**config.mk**
```make
export PLATFORM = sky130hd
export DESIGN_NAME = lfsr_scheduler_flat
export DESIGN_NICKNAME = d
export VERILOG_FILES = /design/src/rtl/lfsr_scheduler_if.sv /design/src/rtl/lfsr_scheduler.sv /design/src/flat_wrapper.sv
export SDC_FILE = /design/constraint.sdc
export NUM_CORES = 1
export LEC_CHECK = 0
export ABC_CLOCK_PERIOD_IN_PS = 4850
export BUFFER_PORTS_ARGS = -buffer_cell sky130_fd_sc_hd__buf_2
export CAP_MARGIN = 20
export CORE_ASPECT_RATIO = 2
export CORE_MARGIN = 5
export CORE_UTILIZATION = 30
export CTS_BUF_LIST = sky130_fd_sc_hd__clkbuf_8
export DETAILED_ROUTE_END_ITERATION = 12
export SYNTH_ARGS = -nofsm -noshare
export SYNTH_HDL_FRONTEND = slang
export SYNTH_SLANG_ARGS = --single-unit
```
**constraint.sdc**
```tcl
create_clock -name CLK -period 4.85 [get_ports CLK]
set_clock_uncertainty 0.15 [all_clocks]
set_input_delay 1.2125 -clock CLK [delete_from_list [all_inputs] [get_ports CLK]]
set_output_delay 1.2125 -clock CLK [all_outputs]
set_load 0.02 [all_outputs]
```
**src/rtl/lfsr_scheduler_if.sv**
```systemverilog
// Request/grant and serial-output bundle shared by the seed producers, the
// LFSR scheduler and the serial consumer.
interface lfsr_scheduler_if #(
  parameter int NREQ  = 4,
  parameter int WIDTH = 4
);
  logic [NREQ-1:0]       req;
  logic [NREQ*WIDTH-1:0] seed;
  logic [NREQ-1:0]       gnt;
  logic                  busy;
  logic                  OUT;
  logic                  Valid;
  logic [NREQ-1:0]       done;

  modport master (output req, seed, input gnt, busy, OUT, Valid, done);
  modport slave  (input req, seed, output gnt, busy, OUT, Valid, done);
endinterface

```
**src/rtl/lfsr_scheduler.sv**
```systemverilog
// Round-robin arbiter sharing one scrambling LFSR: per grant it loads the
// winner's seed, warms up, serialises OUT_BITS bits LSB-first and pulses done.
module lfsr_scheduler #(
  parameter int                   NREQ     = 4,
  parameter int                   WIDTH    = 4,
  parameter logic [WIDTH-1:0]     TAPS     = 4'b0111,
  parameter int                   WARMUP   = 8,
  parameter int                   OUT_BITS = 4
) (
  input  logic             CLK,
  input  logic             RST,
  lfsr_scheduler_if.slave  bus
);

  localparam int IW   = (NREQ > 1) ? $clog2(NREQ) : 1;
  localparam int CMAX = (WARMUP > OUT_BITS) ? WARMUP : OUT_BITS;
  localparam int CW   = $clog2(CMAX + 1);

  localparam logic [1:0] S_IDLE  = 2'd0;
  localparam logic [1:0] S_WARM  = 2'd1;
  localparam logic [1:0] S_SHIFT = 2'd2;
  localparam logic [1:0] S_DONE  = 2'd3;

  logic [1:0]       r_state;
  logic [WIDTH-1:0] r_lfsr;
  logic [CW-1:0]    r_cnt;
  logic [IW-1:0]    r_rr_ptr;
  logic [IW-1:0]    r_win;
  logic [NREQ-1:0]  r_gnt;
  logic [NREQ-1:0]  r_done;
  logic             r_busy;
  logic             r_out;
  logic             r_valid;

  logic             w_any;
  logic [IW-1:0]    w_win;
  logic [WIDTH-1:0] w_seed_raw;
  logic [WIDTH-1:0] w_seed;
  logic             w_fb;
  logic             w_held;

  function automatic logic [IW-1:0] next_ptr(input logic [IW-1:0] p);
    if (p == IW'(NREQ - 1)) begin
      next_ptr = '0;
    end else begin
      next_ptr = p + IW'(1);
    end
  endfunction

  assign w_fb   = ^(r_lfsr & TAPS);
  assign w_held = |(bus.req & r_gnt);

  // Round-robin scan from r_rr_ptr upward, wrapping modulo NREQ.
  always_comb begin
    int            s;
    logic [IW-1:0] idx;
    w_any = 1'b0;
    w_win = '0;
    s     = 0;
    idx   = '0;
    for (int k = 0; k < NREQ; k++) begin
      s = int'(r_rr_ptr) + k;
      if (s >= NREQ) begin
        s = s - NREQ;
      end else begin
        s = s;
      end
      idx = IW'(s);
      if (!w_any && bus.req[idx]) begin
        w_any = 1'b1;
        w_win = idx;
      end else begin
        w_any = w_any;
      end
    end
  end

  // Winner's seed, with an all-zero seed forced to 1 so the LFSR cannot lock up.
  always_comb begin
    w_seed_raw = '0;
    for (int k = 0; k < NREQ; k++) begin
      if (w_win == IW'(k)) begin
        w_seed_raw = bus.seed[k*WIDTH +: WIDTH];
      end else begin
        w_seed_raw = w_seed_raw;
      end
    end
    if (w_seed_raw == '0) begin
      w_seed = WIDTH'(1);
    end else begin
      w_seed = w_seed_raw;
    end
  end

  // Transaction sequencer; an abandoning requester forfeits its turn.
  always_ff @(posedge CLK or negedge RST) begin
    if (!RST) begin
      r_state  <= S_IDLE;
      r_lfsr   <= '0;
      r_cnt    <= '0;
      r_rr_ptr <= '0;
      r_win    <= '0;
      r_gnt    <= '0;
      r_done   <= '0;
      r_busy   <= 1'b0;
      r_out    <= 1'b0;
      r_valid  <= 1'b0;
    end else begin
      r_done <= '0;
      case (r_state)
        S_IDLE: begin
          if (w_any) begin
            r_gnt   <= NREQ'(1) << w_win;
            r_win   <= w_win;
            r_lfsr  <= w_seed;
            r_cnt   <= '0;
            r_busy  <= 1'b1;
            r_state <= S_WARM;
          end
        end
        S_WARM, S_SHIFT: begin
          if (!w_held) begin
            r_gnt    <= '0;
            r_valid  <= 1'b0;
            r_out    <= 1'b0;
            r_busy   <= 1'b0;
            r_cnt    <= '0;
            r_rr_ptr <= next_ptr(r_win);
            r_state  <= S_IDLE;
          end else if (r_state == S_WARM) begin
            r_lfsr <= {w_fb, r_lfsr[WIDTH-1:1]};
            if (r_cnt == CW'(WARMUP - 1)) begin
              r_cnt   <= '0;
              r_state <= S_SHIFT;
            end else begin
              r_cnt <= r_cnt + CW'(1);
            end
          end else begin
            r_out   <= r_lfsr[0];
            r_valid <= 1'b1;
            r_lfsr  <= r_lfsr >> 1;
            if (r_cnt == CW'(OUT_BITS - 1)) begin
              r_cnt   <= '0;
              r_state <= S_DONE;
            end else begin
              r_cnt <= r_cnt + CW'(1);
            end
          end
        end
        S_DONE: begin
          r_valid  <= 1'b0;
          r_out    <= 1'b0;
          r_done   <= r_gnt;
          r_gnt    <= '0;
          r_busy   <= 1'b0;
          r_rr_ptr <= next_ptr(r_win);
          r_state  <= S_IDLE;
        end
        default: begin
          r_state <= S_IDLE;
          r_gnt   <= '0;
          r_valid <= 1'b0;
          r_out   <= 1'b0;
          r_busy  <= 1'b0;
        end
      endcase
    end
  end

  assign bus.gnt   = r_gnt;
  assign bus.done  = r_done;
  assign bus.busy  = r_busy;
  assign bus.OUT   = r_out;
  assign bus.Valid = r_valid;

endmodule

```
**src/flat_wrapper.sv**
```systemverilog
// flat-port wrapper written by rule: the top's interface ports become plain ports
module lfsr_scheduler_flat 
#(
  parameter int                   NREQ     = 4,
  parameter int                   WIDTH    = 4,
  parameter logic [WIDTH-1:0]     TAPS     = 4'b0111,
  parameter int                   WARMUP   = 8,
  parameter int                   OUT_BITS = 4
)
  (CLK, RST, bus_req, bus_seed, bus_gnt, bus_busy, bus_OUT, bus_Valid, bus_done);
  lfsr_scheduler_if #(.NREQ(NREQ), .WIDTH(WIDTH)) bus_i ();
  input  logic CLK;
  input  logic RST;
  input wire logic [$bits(bus_i.req)-1:0] bus_req;
  input wire logic [$bits(bus_i.seed)-1:0] bus_seed;
  output wire logic [$bits(bus_i.gnt)-1:0] bus_gnt;
  output wire logic [$bits(bus_i.busy)-1:0] bus_busy;
  output wire logic [$bits(bus_i.OUT)-1:0] bus_OUT;
  output wire logic [$bits(bus_i.Valid)-1:0] bus_Valid;
  output wire logic [$bits(bus_i.done)-1:0] bus_done;
  assign bus_i.req = bus_req;
  assign bus_i.seed = bus_seed;
  assign bus_gnt = bus_i.gnt;
  assign bus_busy = bus_i.busy;
  assign bus_OUT = bus_i.OUT;
  assign bus_Valid = bus_i.Valid;
  assign bus_done = bus_i.done;
  lfsr_scheduler #(.NREQ(NREQ), .WIDTH(WIDTH), .TAPS(TAPS), .WARMUP(WARMUP), .OUT_BITS(OUT_BITS)) u_core (.CLK(CLK), .RST(RST), .bus(bus_i));
endmodule
```
; ---- Word-level counts from Yosys, hierarchy flattened
; Index checks and enable logic that the tools add are counted.
[classes]
reduce_logical = 21
muxes = 57
eq_ne = 15
n_addsub = 9
n_bitwise = 1
n_lt_le_gt_ge = 8
mul = 0
n_div = 0
shift = 1
[op_table]
columns = cell, count
row1 = 4-bit 2-to-1 mux, 16
row2 = 2-bit 2-to-1 mux, 15
row3 = 4-bit case mux with 2 select lines, 2
row4 = 1-bit 2-to-1 mux, 14
row5 = 2-bit by 3-bit < comparator with 1-bit output (second input constant), 4
row6 = 4-bit case mux with 3 select lines, 1
row7 = 2-bit equality test (second input constant), 5
row8 = 2-bit AND reduction, 5
row9 = 3-bit >= comparator (second input constant), 3
row10 = 1-bit binary-select mux with 2-bit select, 4
row11 = 4-bit inequality test (second input constant), 2
row12 = 2-bit by 1-bit subtractor with 2-bit output (second input constant), 4
row13 = 2-bit by 2-bit adder with 3-bit output (second input constant), 2
row14 = 2-bit case mux with 3 select lines, 1
row15 = 3-bit AND reduction, 2
row16 = 4-bit by 1-bit adder with 4-bit output (second input constant), 1
row17 = 4-bit AND, 1
row18 = 2-bit by 1-bit equality test with 1-bit output (second input constant), 2
row19 = 4-bit by 2-bit equality test with 1-bit output (second input constant), 1
row20 = 4-bit by 3-bit equality test with 1-bit output (second input constant), 1
row21 = 2-bit zero test, 2
row22 = 4-bit zero test, 1
row23 = 2-bit by 1-bit inequality test with 1-bit output (second input constant), 2
row24 = 1-bit case mux with 2 select lines, 2
row25 = 14 further kinds, 19
[totals]
inputBits = 22
n_memories = 0
output_inout_bits = 11
ram_bits = 0
romBits = 0
latchBits = 0
ff_bits = 25

; ---- Depth between registers and ports, before layout
[logic_depth]
depth_word = 23
depth_mapped = 8
depth_no_buf = 8

; ---- Worst setup path before layout
; OpenSTA, ideal clock, no wires.
[synth_path]
kind = input to register
start = input bus_req[0]
end = register u_core.r_lfsr[0]
stages = 8
setup_ps = 150
required_ps = 4550
path_buffers = 1
setup_slack_ps = 2146
t_arrival_ps = 2404
path_cell_list = a21o_1 > a21oi_1 > o22a_1 > buf_6 > inv_1 > a2111oi_2 > a221o_1 > a31oi_1
[synth_via]
elab_chain_cells = 21
[synth_lines]
columns = element, line
row1 = start: declaration, flat_wrapper.sv:14  ; input wire logic [$bits(bus_i.req)-1:0] bus_req;
row2 = 1-bit binary-select mux with 2-bit select, lfsr_scheduler.sv:69  ; if (!w_any && bus.req[idx]) begin
row3 = 1-bit 2-to-1 mux (not written as such), lfsr_scheduler.sv:69
row4 = 1-bit 2-to-1 mux, lfsr_scheduler.sv:69
row5 = 1-bit zero test, lfsr_scheduler.sv:69
row6 = 1-bit logical AND, lfsr_scheduler.sv:69
row7 = 1-bit 2-to-1 mux, lfsr_scheduler.sv:69
row8 = 1-bit zero test, lfsr_scheduler.sv:69
row9 = 1-bit logical AND, lfsr_scheduler.sv:69
row10 = (+2 left out), n/a
row11 = 1-bit logical AND, lfsr_scheduler.sv:69
row12 = 2-bit 2-to-1 mux, lfsr_scheduler.sv:69
row13 = 2-bit zero test, lfsr_scheduler.sv:82  ; if (w_win == IW'(k)) begin
row14 = 4-bit 2-to-1 mux (4 in a row), lfsr_scheduler.sv:82
row15 = 4-bit zero test, lfsr_scheduler.sv:88  ; if (w_seed_raw == '0) begin
row16 = 4-bit 2-to-1 mux, lfsr_scheduler.sv:88
row17 = 4-bit 2-to-1 mux, lfsr_scheduler.sv:112  ; if (w_any) begin
row18 = 4-bit case mux with 2 select lines, lfsr_scheduler.sv:110  ; case (r_state)
row19 = end signal: assignment, lfsr_scheduler.sv:115  ; r_lfsr <= w_seed;
row20 = end signal: assignment, lfsr_scheduler.sv:131  ; r_lfsr <= {w_fb, r_lfsr[WIDTH-1:1]};
row21 = end signal: assignment, lfsr_scheduler.sv:141  ; r_lfsr <= r_lfsr >> 1;
row22 = end: declaration, lfsr_scheduler.sv:25  ; logic [WIDTH-1:0] r_lfsr;
; Several ways; a longest one is shown, not always the timed one. The select of a mux whose other input is x is not followed.
; A chain may end at the register's enable or synchronous reset.

; ---- Final worst setup path
; Same ends and word-level chain as after synthesis.

==> impl_metrics.tcl <==
set metrics [dict create \
    vias 1138 \
    hold_buffers 0 \
    cts_tree "built" \
    maxSlewViolCount 0 \
    ys_warn_count 0 \
    async_flop_share_pct 100 \
    combPwrFrac_pct 56.9 \
    syn_avg_cell_area_sq_um 10.3 \
    drv_cap 0 \
    swShare_pct 44.4 \
    drive_gt1_share_pct 25.7 \
    die_h_microns 108 \
    portBuffers 32 \
    grt_pass1_vias 1207 \
    final.setup.worst_slack_ns 1.93 \
    n_antenna_cell 0 \
    outcome "complete, no violations" \
    clk_pin_slew_worst_paths_ns 0.09 \
    ys_types 39 \
    p_sw_mw 0.488 \
    power.density_nw_per_um2 652 \
    drc 0 \
    num-fill-cells 503 \
    hold_violations 0 \
    ioPinCount 33 \
    slowest_stage "o22a_1" \
    setup_viol 0 \
    avgRoutedWirePerCell_microns 13.4 \
    cpLargestDelayFamily "compound AO/OA/AOI/OAI gates" \
    crit_start "bus_req[0]" \
    syn-instance-count 139 \
    netlist_top_cells_area "dfrtp_1, ha_1, mux2i_1" \
    cts.sinks 25 \
    utilization_pct 36.3 \
    gp_congestion 0.772 \
    hpwl_mm 2.38 \
    synth-seq-cells 25 \
    seqPwrFrac_pct 32.1 \
    leakage_nw 0.809 \
    insertion_delay_ns 0.27 \
    cts_root_buffer "clkbuf_8" \
    crit_chain "buf_2 > a21o_1 > a21oi_1 > o22a_1 > inv_1 > a2111oi_2 > a221o_1 > a31oi_1" \
    clock.fmax_mhz 342 \
    worstSetupPathType "input pin to flop" \
    holdCritStartpoint "u_core.bus.busy" \
    post_cts_buffers 0 \
    cp.arrival_ns 2.89 \
    reg2reg_from "u_core.r_state[0]" \
    synth_edf_count 0 \
    die_area_sq_um 6350 \
    drt-initial-drc-count 50 \
    internal_power_mw 0.611 \
    overflow 0 \
    grt_pass1_wl_mm 5.42 \
    cpPeakStageDelay_ns 0.46 \
    first_pass_iters 4 \
    final_nets 201 \
    vias_per_cell 5.04 \
    timing.final.crit_share_pct 60.2 \
    crit_required_ns 4.82 \
    grt.total_usage_pct 10.8 \
    rsz0062_at_grt "no" \
    synthesis.area_sq_um 1430 \
    dp_slack_ns 1.64 \
    p_clk_share_pct 11.0 \
    tightest_slew_ns 0.625 \
    yosys_most_used_dff "dfrtp_1" \
    core_area_sq_um 4640 \
    slew_headroom_pct 58.3 \
    htreeDepth 1 \
    syn2layout_area_growth_pct 17.5 \
    cp-start-kind "input pin" \
    ys_seq_area_share_pct 43.6 \
    clockBufferDepth 2 \
    crit_path_end_kind "flop" \
    grt_max_degree 26 \
    yosysTopAreaCell "dfrtp_1" \
    hold_class "flop to flop" \
    ant_nets 0 \
    antenna_found_initial 0 \
    start_util_pct 30.9 \
    ir_drop_mv 0.258 \
    num_rows 35 \
    postCtsResizedCells 0 \
    crit_fanout 10 \
    synth_top_area_share_pct 43.6 \
    finalSetupTns_ns 0 \
    wl_mm 3.03 \
    fp.dieW_microns 58.9 \
    critical_path.n_buffers_inverters 2 \
    min_period_ns 2.92 \
    cts_buffers 3 \
    syn-num-nets 168 \
]
==> state kept, by name (all words and copies together) (netlist names) <==
signal            flops
u_core.bus.done       4
u_core.bus.gnt        4
u_core.r_cnt          4
u_core.r_lfsr         4
u_core.r_rr_ptr       2
u_core.r_state        2
u_core.r_win          2
u_core.bus.OUT        1
u_core.bus.Valid      1
u_core.bus.busy       1
==> cell families (layout without fill, tap and decap cells) <==
| kind of cell | Yosys count | count (layout) | share of synthesized area, % |
|---|---|---|---|
| adders and majority gates | 7 | 7 | 6.11 |
| AOI/OAI and AO/OA | 39 | 39 | 21.0 |
| muxes | 13 | 13 | 9.51 |
| and+or+nand+nor | 41 | 41 | 14.4 |
| DFF | 25 | 25 | 43.6 |
| xor gates and xnor gates | 3 | 3 | 1.83 |
| buffers and inverters | 11 | 43 | 3.49 |
==> worst paths after layout <==
kind	endpoint	slack [ns]	cells past startpoint
setup reg to reg	u_core.r_lfsr[1]	2.28	6
max in group asynchronous	u_core.r_rr_ptr[0]	3.41	1
min in group asynchronous	u_core.bus.Valid	0.77	1
hold / removal	u_core.bus.busy	0.35	1
hold reg to reg	u_core.bus.busy	0.35	1
setup / recovery	u_core.r_lfsr[0]	1.93	8
==> metal layers <==
| metal | GRT usage (%) | wire (microns) | vias up | part of all wire, % |
|---|---|---|---|---|
| li1 | - | - | 571 | - |
| met1 | 12.3 | 1220 | 533 | 40 |
| met2 | 19.1 | 1540 | 32 | 51 |
| met3 | 1.80 | 229 | 2 | 7.5 |
| met4 | 4.38 | 37 | 0 | 1.2 |
| met5 | 0 | 0 | - | 0 |
==> synthesized netlist by cell type (2+ instances only) <==
master,number
a21oi_1,5
a22o_1,2
a31oi_1,2
a32o_1,4
and2_1,4
clkbuf_1,2
dfrtp_1,25
ha_1,7
inv_1,7
mux2_2,4
mux2i_1,8
nand2_1,14
nand2b_1,4
nand3_1,2
nor2_1,8
nor2b_1,3
o211ai_1,4
o21a_1,3
o21ai_0,8
o31ai_1,2
xnor2_1,3
==> per-stage QoR <==
step | total power [mW] | std cells | instance area (sq um) | hold slack (ns)
final | 1.10 | 226 | 1690 | 0.345
after global routing | 1.21 | 226 | 1690 | 0.374
after CTS | 1.12 | 226 | 1690 | 0.351
after detailed placement | 0.996 | 222 | 1640 | 0.329
after global placement | 0.983 | 222 | 1640 | 0.325
after floorplan | 0.846 | 139 | 1430 | 0.304
==> layout by cell type (no fill, tap or decap), types with 2 or more instances in the layout <==
master and instances:
a22o_1 2, and2_1 4, o31ai_1 2, o21a_1 3, clkbuf_8 3, o211ai_1 4, inv_1 7, ha_1 7
a21oi_1 5, a32o_1 4, xnor2_1 3, nor2_1 8, mux2_2 4, nand2b_1 4, nand3_1 2, buf_2 32
nor2b_1 3, a31oi_1 2, dfrtp_1 25, nand2_1 14, mux2i_1 8, o21ai_0 8
==> power groups by stage <==
stage	clock, mW	sequential [mW]	combinational [mW]
2_1_floorplan	0	0.375	0.472
3_3_place_gp	0	0.357	0.626
3_5_place_dp	0	0.359	0.637
4_1_cts	0.130	0.354	0.639
5_1_grt	0.134	0.365	0.708
6_report	0.121	0.352	0.626
==> area by class of cell <==
type                       instances  area [sq um]  area share [%]
clock buffer                       3          41.3            2.45
clock inverter                     1          5.00           0.297
inverter                           7          26.3            1.56
multi-input combinational        103           758            45.0
sequential                        25           626            37.1
tap                               55          68.8            4.08
timing repair buffer              32           160            9.50
No activity file was read; power rests on OpenSTA's default activity.
